<file path="config.mk">
export PLATFORM = sky130hd
export DESIGN_NAME = lif_neuron_array
export DESIGN_NICKNAME = d
export VERILOG_FILES = /design/src/rtl/lif_pkg.sv /design/src/rtl/lif_update_core.sv /design/src/rtl/lif_neuron_array.sv
export SDC_FILE = /design/constraint.sdc
export NUM_CORES = 1
export LEC_CHECK = 0
export BUFFER_PORTS_ARGS = -buffer_cell sky130_fd_sc_hd__buf_2
export CAP_MARGIN = 20
export CORE_MARGIN = 2
export CORE_UTILIZATION = 30
export DETAILED_ROUTE_END_ITERATION = 10
export HOLD_SLACK_MARGIN = 0.12
export PLACE_DENSITY = 0.46
export SETUP_SLACK_MARGIN = 0.05
export SLEW_MARGIN = 20
export SYNTH_ARGS = -nofsm -noshare
export SYNTH_HDL_FRONTEND = slang
export SYNTH_SLANG_ARGS = --single-unit
export TNS_END_PERCENT = 1
</file>
<file path="constraint.sdc">
create_clock -name clk -period 8 [get_ports clk]
set_clock_uncertainty 0.2 [all_clocks]
set_input_delay 1.6 -clock clk [delete_from_list [all_inputs] [get_ports clk]]
set_output_delay 1.6 -clock clk [all_outputs]
set_load 0.02 [all_outputs]
</file>
<file path="src/rtl/lif_pkg.sv">
// Shared types and helpers for the LIF neuron array.
package lif_pkg;

  typedef enum logic {
    RST_ZERO,
    RST_SUBTRACT
  } lif_reset_mode_e;

  typedef enum logic [1:0] {
    IDLE,
    UPDATE,
    DONE
  } lif_state_e;

  // Unsigned add of two values of up to 32 bits, clamped to 2^width-1.
  function automatic logic [31:0] sat_add(input logic [31:0] a, input logic [31:0] b,
                                          input int unsigned width);
    logic [32:0] sum;
    logic [32:0] lim;
    sum = {1'b0, a} + {1'b0, b};
    lim = (33'd1 << width) - 33'd1;
    return (sum > lim) ? lim[31:0] : sum[31:0];
  endfunction

endpackage

</file>
<file path="src/rtl/lif_update_core.sv">
// Combinational single-neuron LIF update: leak, integrate, fire, refractory.
module lif_update_core
  import lif_pkg::*;
#(
  parameter int unsigned     DATA_W       = 8,
  parameter int unsigned     FRAC_W       = 4,
  parameter int unsigned     THRESHOLD    = 64,
  parameter int unsigned     LEAK_FACTOR  = 12,
  parameter int unsigned     REFRAC_STEPS = 2,
  parameter int unsigned     REFRAC_W     = 2,
  parameter lif_reset_mode_e RESET_MODE   = RST_ZERO
) (
  input  logic [DATA_W-1:0]   pot,
  input  logic [REFRAC_W-1:0] refrac,
  input  logic [DATA_W-1:0]   current,
  output logic [DATA_W-1:0]   pot_next,
  output logic [REFRAC_W-1:0] refrac_next,
  output logic                spike
);

  localparam logic [DATA_W-1:0]   MaxVal     = '1;
  localparam logic [2*DATA_W-1:0] LeakF      = (2*DATA_W)'(LEAK_FACTOR);
  localparam logic [DATA_W-1:0]   ThrD       = DATA_W'(THRESHOLD);
  localparam logic [REFRAC_W-1:0] RefracInit = REFRAC_W'(REFRAC_STEPS);

  logic [2*DATA_W-1:0] prod;
  logic [2*DATA_W-1:0] leak_wide;
  logic [DATA_W-1:0]   leak;
  logic [DATA_W-1:0]   sum_sat;

  // Leak in double width, clamp, then saturating integrate and threshold test.
  always_comb begin
    prod        = {{DATA_W{1'b0}}, pot} * LeakF;
    leak_wide   = prod >> FRAC_W;
    leak        = (leak_wide > {{DATA_W{1'b0}}, MaxVal}) ? MaxVal : leak_wide[DATA_W-1:0];
    sum_sat     = DATA_W'(sat_add(32'(leak), 32'(current), DATA_W));
    pot_next    = sum_sat;
    refrac_next = refrac;
    spike       = 1'b0;
    if (refrac != '0) begin
      // Held neuron: input ignored, potential pinned at zero.
      refrac_next = refrac - REFRAC_W'(1);
      pot_next    = '0;
    end else if (32'(sum_sat) >= THRESHOLD) begin
      spike       = 1'b1;
      refrac_next = RefracInit;
      pot_next    = (RESET_MODE == RST_SUBTRACT) ? (sum_sat - ThrD) : '0;
    end
  end

endmodule

</file>
<file path="src/rtl/lif_neuron_array.sv">
// Array of LIF neurons updated one per cycle through a shared core.
module lif_neuron_array
  import lif_pkg::*;
#(
  parameter int unsigned     N_NEURONS    = 4,
  parameter int unsigned     DATA_W       = 8,
  parameter int unsigned     FRAC_W       = 4,
  parameter int unsigned     THRESHOLD    = 64,
  parameter int unsigned     LEAK_FACTOR  = 12,
  parameter int unsigned     REFRAC_STEPS = 2,
  parameter lif_reset_mode_e RESET_MODE   = RST_ZERO
) (
  input  logic                          clk,
  input  logic                          rst,
  input  logic                          in_valid,
  output logic                          in_ready,
  input  logic [N_NEURONS*DATA_W-1:0]   in_current,
  output logic                          out_valid,
  input  logic                          out_ready,
  output logic [N_NEURONS-1:0]          out_spike,
  output logic [N_NEURONS*DATA_W-1:0]   out_potential
);

  localparam int unsigned IdxW    = (N_NEURONS > 1) ? $clog2(N_NEURONS) : 1;
  localparam int unsigned RefracW = (REFRAC_STEPS > 0) ? $clog2(REFRAC_STEPS + 1) : 1;
  localparam logic [IdxW-1:0] LastIdx = IdxW'(N_NEURONS - 1);

  lif_state_e state_q, state_d;

  logic [IdxW-1:0]             idx_q;
  logic [DATA_W-1:0]           cur_q    [N_NEURONS];
  logic [DATA_W-1:0]           pot_q    [N_NEURONS];
  logic [RefracW-1:0]          refrac_q [N_NEURONS];
  logic [N_NEURONS-1:0]        spike_acc_q;
  logic                        out_valid_q;
  logic [N_NEURONS-1:0]        out_spike_q;
  logic [N_NEURONS*DATA_W-1:0] out_pot_q;

  logic [DATA_W-1:0]  core_pot_next;
  logic [RefracW-1:0] core_refrac_next;
  logic               core_spike;

  lif_update_core #(
    .DATA_W      (DATA_W),
    .FRAC_W      (FRAC_W),
    .THRESHOLD   (THRESHOLD),
    .LEAK_FACTOR (LEAK_FACTOR),
    .REFRAC_STEPS(REFRAC_STEPS),
    .REFRAC_W    (RefracW),
    .RESET_MODE  (RESET_MODE)
  ) u_core (
    .pot        (pot_q[idx_q]),
    .refrac     (refrac_q[idx_q]),
    .current    (cur_q[idx_q]),
    .pot_next   (core_pot_next),
    .refrac_next(core_refrac_next),
    .spike      (core_spike)
  );

  // Next-state logic; DONE exits only once the registered output is visible.
  always_comb begin
    state_d = state_q;
    unique case (state_q)
      IDLE:    if (in_valid) state_d = UPDATE;
      UPDATE:  if (idx_q == LastIdx) state_d = DONE;
      DONE:    if (out_valid_q && out_ready) state_d = IDLE;
      default: state_d = IDLE;
    endcase
  end

  // State register.
  always_ff @(posedge clk) begin
    if (rst) state_q <= IDLE;
    else     state_q <= state_d;
  end

  // Datapath: latch currents, sweep neurons, then load the output registers.
  always_ff @(posedge clk) begin
    if (rst) begin
      idx_q       <= '0;
      spike_acc_q <= '0;
      out_valid_q <= 1'b0;
      out_spike_q <= '0;
      out_pot_q   <= '0;
      for (int unsigned i = 0; i < N_NEURONS; i++) begin
        cur_q[i]    <= '0;
        pot_q[i]    <= '0;
        refrac_q[i] <= '0;
      end
    end else begin
      unique case (state_q)
        IDLE: begin
          if (in_valid) begin
            idx_q <= '0;
            for (int unsigned i = 0; i < N_NEURONS; i++) begin
              cur_q[i] <= in_current[i*DATA_W +: DATA_W];
            end
          end
        end
        UPDATE: begin
          pot_q[idx_q]       <= core_pot_next;
          refrac_q[idx_q]    <= core_refrac_next;
          spike_acc_q[idx_q] <= core_spike;
          idx_q              <= (idx_q == LastIdx) ? '0 : idx_q + IdxW'(1);
        end
        DONE: begin
          // First DONE cycle snapshots the finished timestep into the outputs.
          if (!out_valid_q) begin
            out_valid_q <= 1'b1;
            out_spike_q <= spike_acc_q;
            for (int unsigned i = 0; i < N_NEURONS; i++) begin
              out_pot_q[i*DATA_W +: DATA_W] <= pot_q[i];
            end
          end else if (out_ready) begin
            out_valid_q <= 1'b0;
          end
        end
        default: ;
      endcase
    end
  end

  assign in_ready      = (state_q == IDLE);
  assign out_valid     = out_valid_q;
  assign out_spike     = out_spike_q;
  assign out_potential = out_pot_q;

endmodule

</file>
Yosys cells after proc, flatten, opt, wreduce, memory -nomap -nowiden:

Memory sizes are Yosys's and may differ from the RTL's. A register that Yosys moved wholly into a read port is not among the register bits.
Cells that the tools add are included.

* output and inout bits: 38
* input port bits: 36
* register bits after elaboration: 13
* memories kept: 3
* memory bits (writable): 72

Memories
* cur_q: words 4, width 8, read ports 1, clocked after memory_dff 1, wr ports 4, RTL line lif_neuron_array.sv:31 `logic [DATA_W-1:0] cur_q [N_NEURONS];`
* pot_q: words 4, width 8, read ports 5, clocked after memory_dff 5, wr ports 4, RTL line lif_neuron_array.sv:32 `logic [DATA_W-1:0] pot_q [N_NEURONS];`
* refrac_q: words 4, width 2, read ports 1, clocked after memory_dff 1, wr ports 4, RTL line lif_neuron_array.sv:33 `logic [RefracW-1:0] refrac_q [N_NEURONS];`

* reductions and logical operators: 10
* multipliers: 1
* equal/unequal tests: 6
* magnitude comparators: 5
* $add $sub $neg: 3
* mux-type cells: 45
* bitwise operators: 5

Operator list (number)
* 2-to-1 mux 8 bit: 9
* 2-to-1 mux 2 bit: 16
* 2-to-1 mux 1 bit: 16
* multiplier 8 x 2 -> 10 bit (second input constant): 1
* adder 8 x 8 -> 9 bit: 1
* > comparator 9 x 8 -> 1 bit (second input constant): 1
* greater-or-equal comparator 8 x 7 -> 1 bit (second input constant): 1
* > comparator 8 bit (second input constant): 1
* OR reduction 8 bit: 1
* inequality test 2 bit (second input constant): 3
* case mux 2 bit (3 select lines): 1
* bitwise mux 4 bit: 1
* == test 2 bit (second input constant): 2
* bitwise OR 1 bit: 4
* case mux 2 bit (2 select lines): 1
* AND reduction 2 bit: 2
* nonzero test 2 bit: 2
* less-than comparator 2 x 3 -> 1 bit (second input constant): 1
* AND reduction 3 bit: 1
* adder 2 x 1 -> 2 bit (second input constant): 1
* demux 1 bit (select 2 bit): 1
* == test 2 x 1 -> 1 bit (second input constant): 1
* greater-or-equal comparator 2 x 1 -> 1 bit (second input constant): 1
* logical AND 1 bit: 2
* 4 further kinds: 4

Depth between registers and ports, before layout:

* depth in word-level cells: 10
* depth in mapped cells: 16
* mapped depth without buffers: 14

Cells and area by module:

From an unflattened synthesis, not the netlist that was laid out.

* cell total of the unflattened synthesis: 506
* area, all modules: 5664.2 sq um

By module, submodules not included
* lif_neuron_array: area each 4892.2 sq um, cells an instance 402, times used 1
* lif_update_core: area each 772.0 sq um, cells an instance 104, times used 1

Worst setup path after synthesis:

No wires, ideal clock.

* kind: flip-flop to flip-flop
* start point: register with a tool-made name
* end point: memory pot_q[0][2], data pin
* path slack: 3.163 ns
* arrival: 4.461 ns
* setup time: 0.176 ns
* data required time: 7.624 ns
* stages on the path, launching flop included: 16
* cell sequence: dfxtp_1 > buf_2 > buf_1 > mux4_2 > fa_1 > a21o_1 > a21oi_1 > o21bai_1 > a21o_1 > a21o_1 > ha_1 > or4_4 > or3_4 > and2_4 > buf_6 > nor4_1

RTL lines (RTL line)
* end: declaration: lif_neuron_array.sv:32

==> metrics.yaml <==
hold_class: "reg2reg"
cts_resized: 0
io_pins: 74
start_kind: "flip-flop"
synth.yosys.seq_area_share: 0.567
synthDistinctLibCells: 49
rsz0062_at_grt: "no"
drv_slew: 0
grt_usage: 0.129
tritoncts: "built"
async_reset_ff_frac: 0
setup-tns-final_ns: 0
maxCapViolCount: 0
p_leak_nw: 2.61
cp.arrival_ns: 5.14
place_worst_setup_slack_ns: 2.77
setup_viol: 0
die_height_um: 139
fmax_ghz: 0.193
root_buffer: "clkbuf_16"
gp_congestion: 0.770
power.total_w: 0.00162
fin_hold_ws_ns: 0.249
area_delta_synth_final_pct: 20.7
clk_latency_ns: 0.41
ctsHoldBuffers: 0
mostFrequentLayoutCell: "nand2_1"
dr.pass1.iters: 4
cts_buffer_depth: 2
die_w_um: 139
setup_slack_ns: 2.81
synth_seq_cells: 119
die-area_um2: 19300
drtIter0Drc: 223
htreeDepth: 4
ys.flop_type: "edfxtp_1"
core_area_um2: 17900
synth_area_leaders: "edfxtp_1, dfxtp_1, mux4_2"
overflow: 0
wl_mm: 12.0
antenna_cells: 0
syn-cell-area_um2: 5470
antenna_left: 0
synth_area_leader_cell: "edfxtp_1"
final_cell_mix: "nand2_1, buf_2, edfxtp_1, dfxtp_1, a21oi_1"
synth_enable_flop_cells: 72
min_period_ns: 5.19
relSlewSlack: 0.306
irDropWorstVdd_uv: 145
vias: 3664
syn_area_per_cell_um2: 11.6
initial_core_util: 0.305
end_kind: "flip-flop"
cp_max_fo: 18
cts_sinks: 119
post-route-period-util: 0.649
post_cts_buffers: 0
fin_nets: 602
grt_max_degree: 57
yosysWarnings: 0
antenna_found_initial: 0
power.density_nw_per_um2: 246
wl_met2_mm: 5.76
critPathKind: "reg2reg"
yosys.area.top_type_share: 0.395
wl_met1_mm: 5.57
wire_per_inst_um: 15.3
grt_pass1_wl_mm: 19.3
status: "complete, no violations"
hpwl_mm: 8.77
cts_made_buffers: 17
grt_pass1_vias: 3667
post-route-drc-count: 0
tightestPinTransition_ns: 1.04
row_count: 49
cp.required_ns: 7.95
hold_viol: 0
routed.top_layer: "met4"
port_buffers: 73
wl_met3_um: 500
clk_pin_slew_ns: 0.05
via_per_inst: 4.66
final_layout_size_suffix_gt1_frac: 0.238
syn_inst: 470
-- final timing paths --
| path | startpoint | end | slack (ns) | depth (start not counted) |
|---|---|---|---|---|
| max | flip-flop | refrac_q[2][1]$_SDFFCE_PN0P_ | 2.81 | 12 |
| min | out_potential[23]$_SDFFE_PP0P_ | out_potential[23]$_SDFFE_PP0P_ | 0.25 | 2 |
| max reg2reg | flip-flop | refrac_q[2][1]$_SDFFCE_PN0P_ | 2.81 | 12 |
| min reg2reg | out_potential[23]$_SDFFE_PP0P_ | out_potential[23]$_SDFFE_PP0P_ | 0.25 | 2 |
-- worst max-delay path, stage by stage (launching register included) --
cell      delay (ns)
dfxtp_1         1.00
mux4_2          0.67
ha_1            0.39
a21o_1          0.18
a21o_1          0.21
a221oi_4        0.35
nor4b_1         0.09
a311o_1         0.29
ha_1            0.20
or4_4           0.48
or3_4           0.42
a31oi_1         0.36
nor2_1          0.08
-- power breakdown --
part	switching (W)	internal (W)
clock	0.000257	0.000427
sequential	0.0000136	0.000679
combinational	0.000146	0.0000996
-- flip-flops by register name, indices dropped and copies added, names as in the netlist, named ones only --
register       flops
out_potential     32
pot_q             32
idx_q              2
out_valid          1
out_spike          4
cur_q             32
spike_acc_q        4
refrac_q           8
state_q            2
-- area by class of cell --
class	instances	area, um2
fillers	1805	11300
flip-flops and latches	119	3100
well taps	229	287
inverters	11	41.3
clock buffers	25	495
multi-input cells	320	2240
clock inverters	7	45.0
repair buffers	76	388
-- synth_stat cells (2+ instances only) --
master and instances:
nand2_1 82, edfxtp_1 72, dfxtp_1 47, a21oi_1 41, and2_1 35, clkbuf_1 21, ha_1 19, nor2_1 19
mux4_2 18, inv_1 11, nor3_1 9, a21o_1 8, and3_1 8, xnor2_1 8, nand2b_1 7, nand3_1 5
nor4_1 5, nand3b_1 4, o31ai_1 4, nor2b_1 3, o211ai_1 3, o21bai_1 3, or3_1 3, a211o_1 2
a22oi_1 2, and2_4 2, buf_1 2, buf_2 2, buf_6 2, fa_1 2, o21a_1 2, o21ai_0 2
-- per-layer routing --
layer	vias up	global-route usage
met5	-	0
met4	0	0.0463
met3	13	0.0383
met2	82	0.210
met1	1741	0.163
li1	1828	-
-- per-stage QoR --
stage / std cells / area (um2) / utilization
global route: 787 / 6600 / 0.369
floorplan: 477 / 5500 / -
finish: 787 / 6600 / 0.369
CTS: 787 / 6600 / 0.369
detailed placement: 755 / 6060 / 0.339
global placement: 755 / 6050 / 0.338
-- logic make-up after synthesis --
group / synth area share
buf+inv: 0.0293
other cells: 0.000686
xor+xnor: 0.0144
flops: 0.567
fa+ha+maj: 0.0508
compound gates: 0.0892
mux: 0.0760
simple gates: 0.172
No activity file was read; power rests on OpenSTA's default activity.
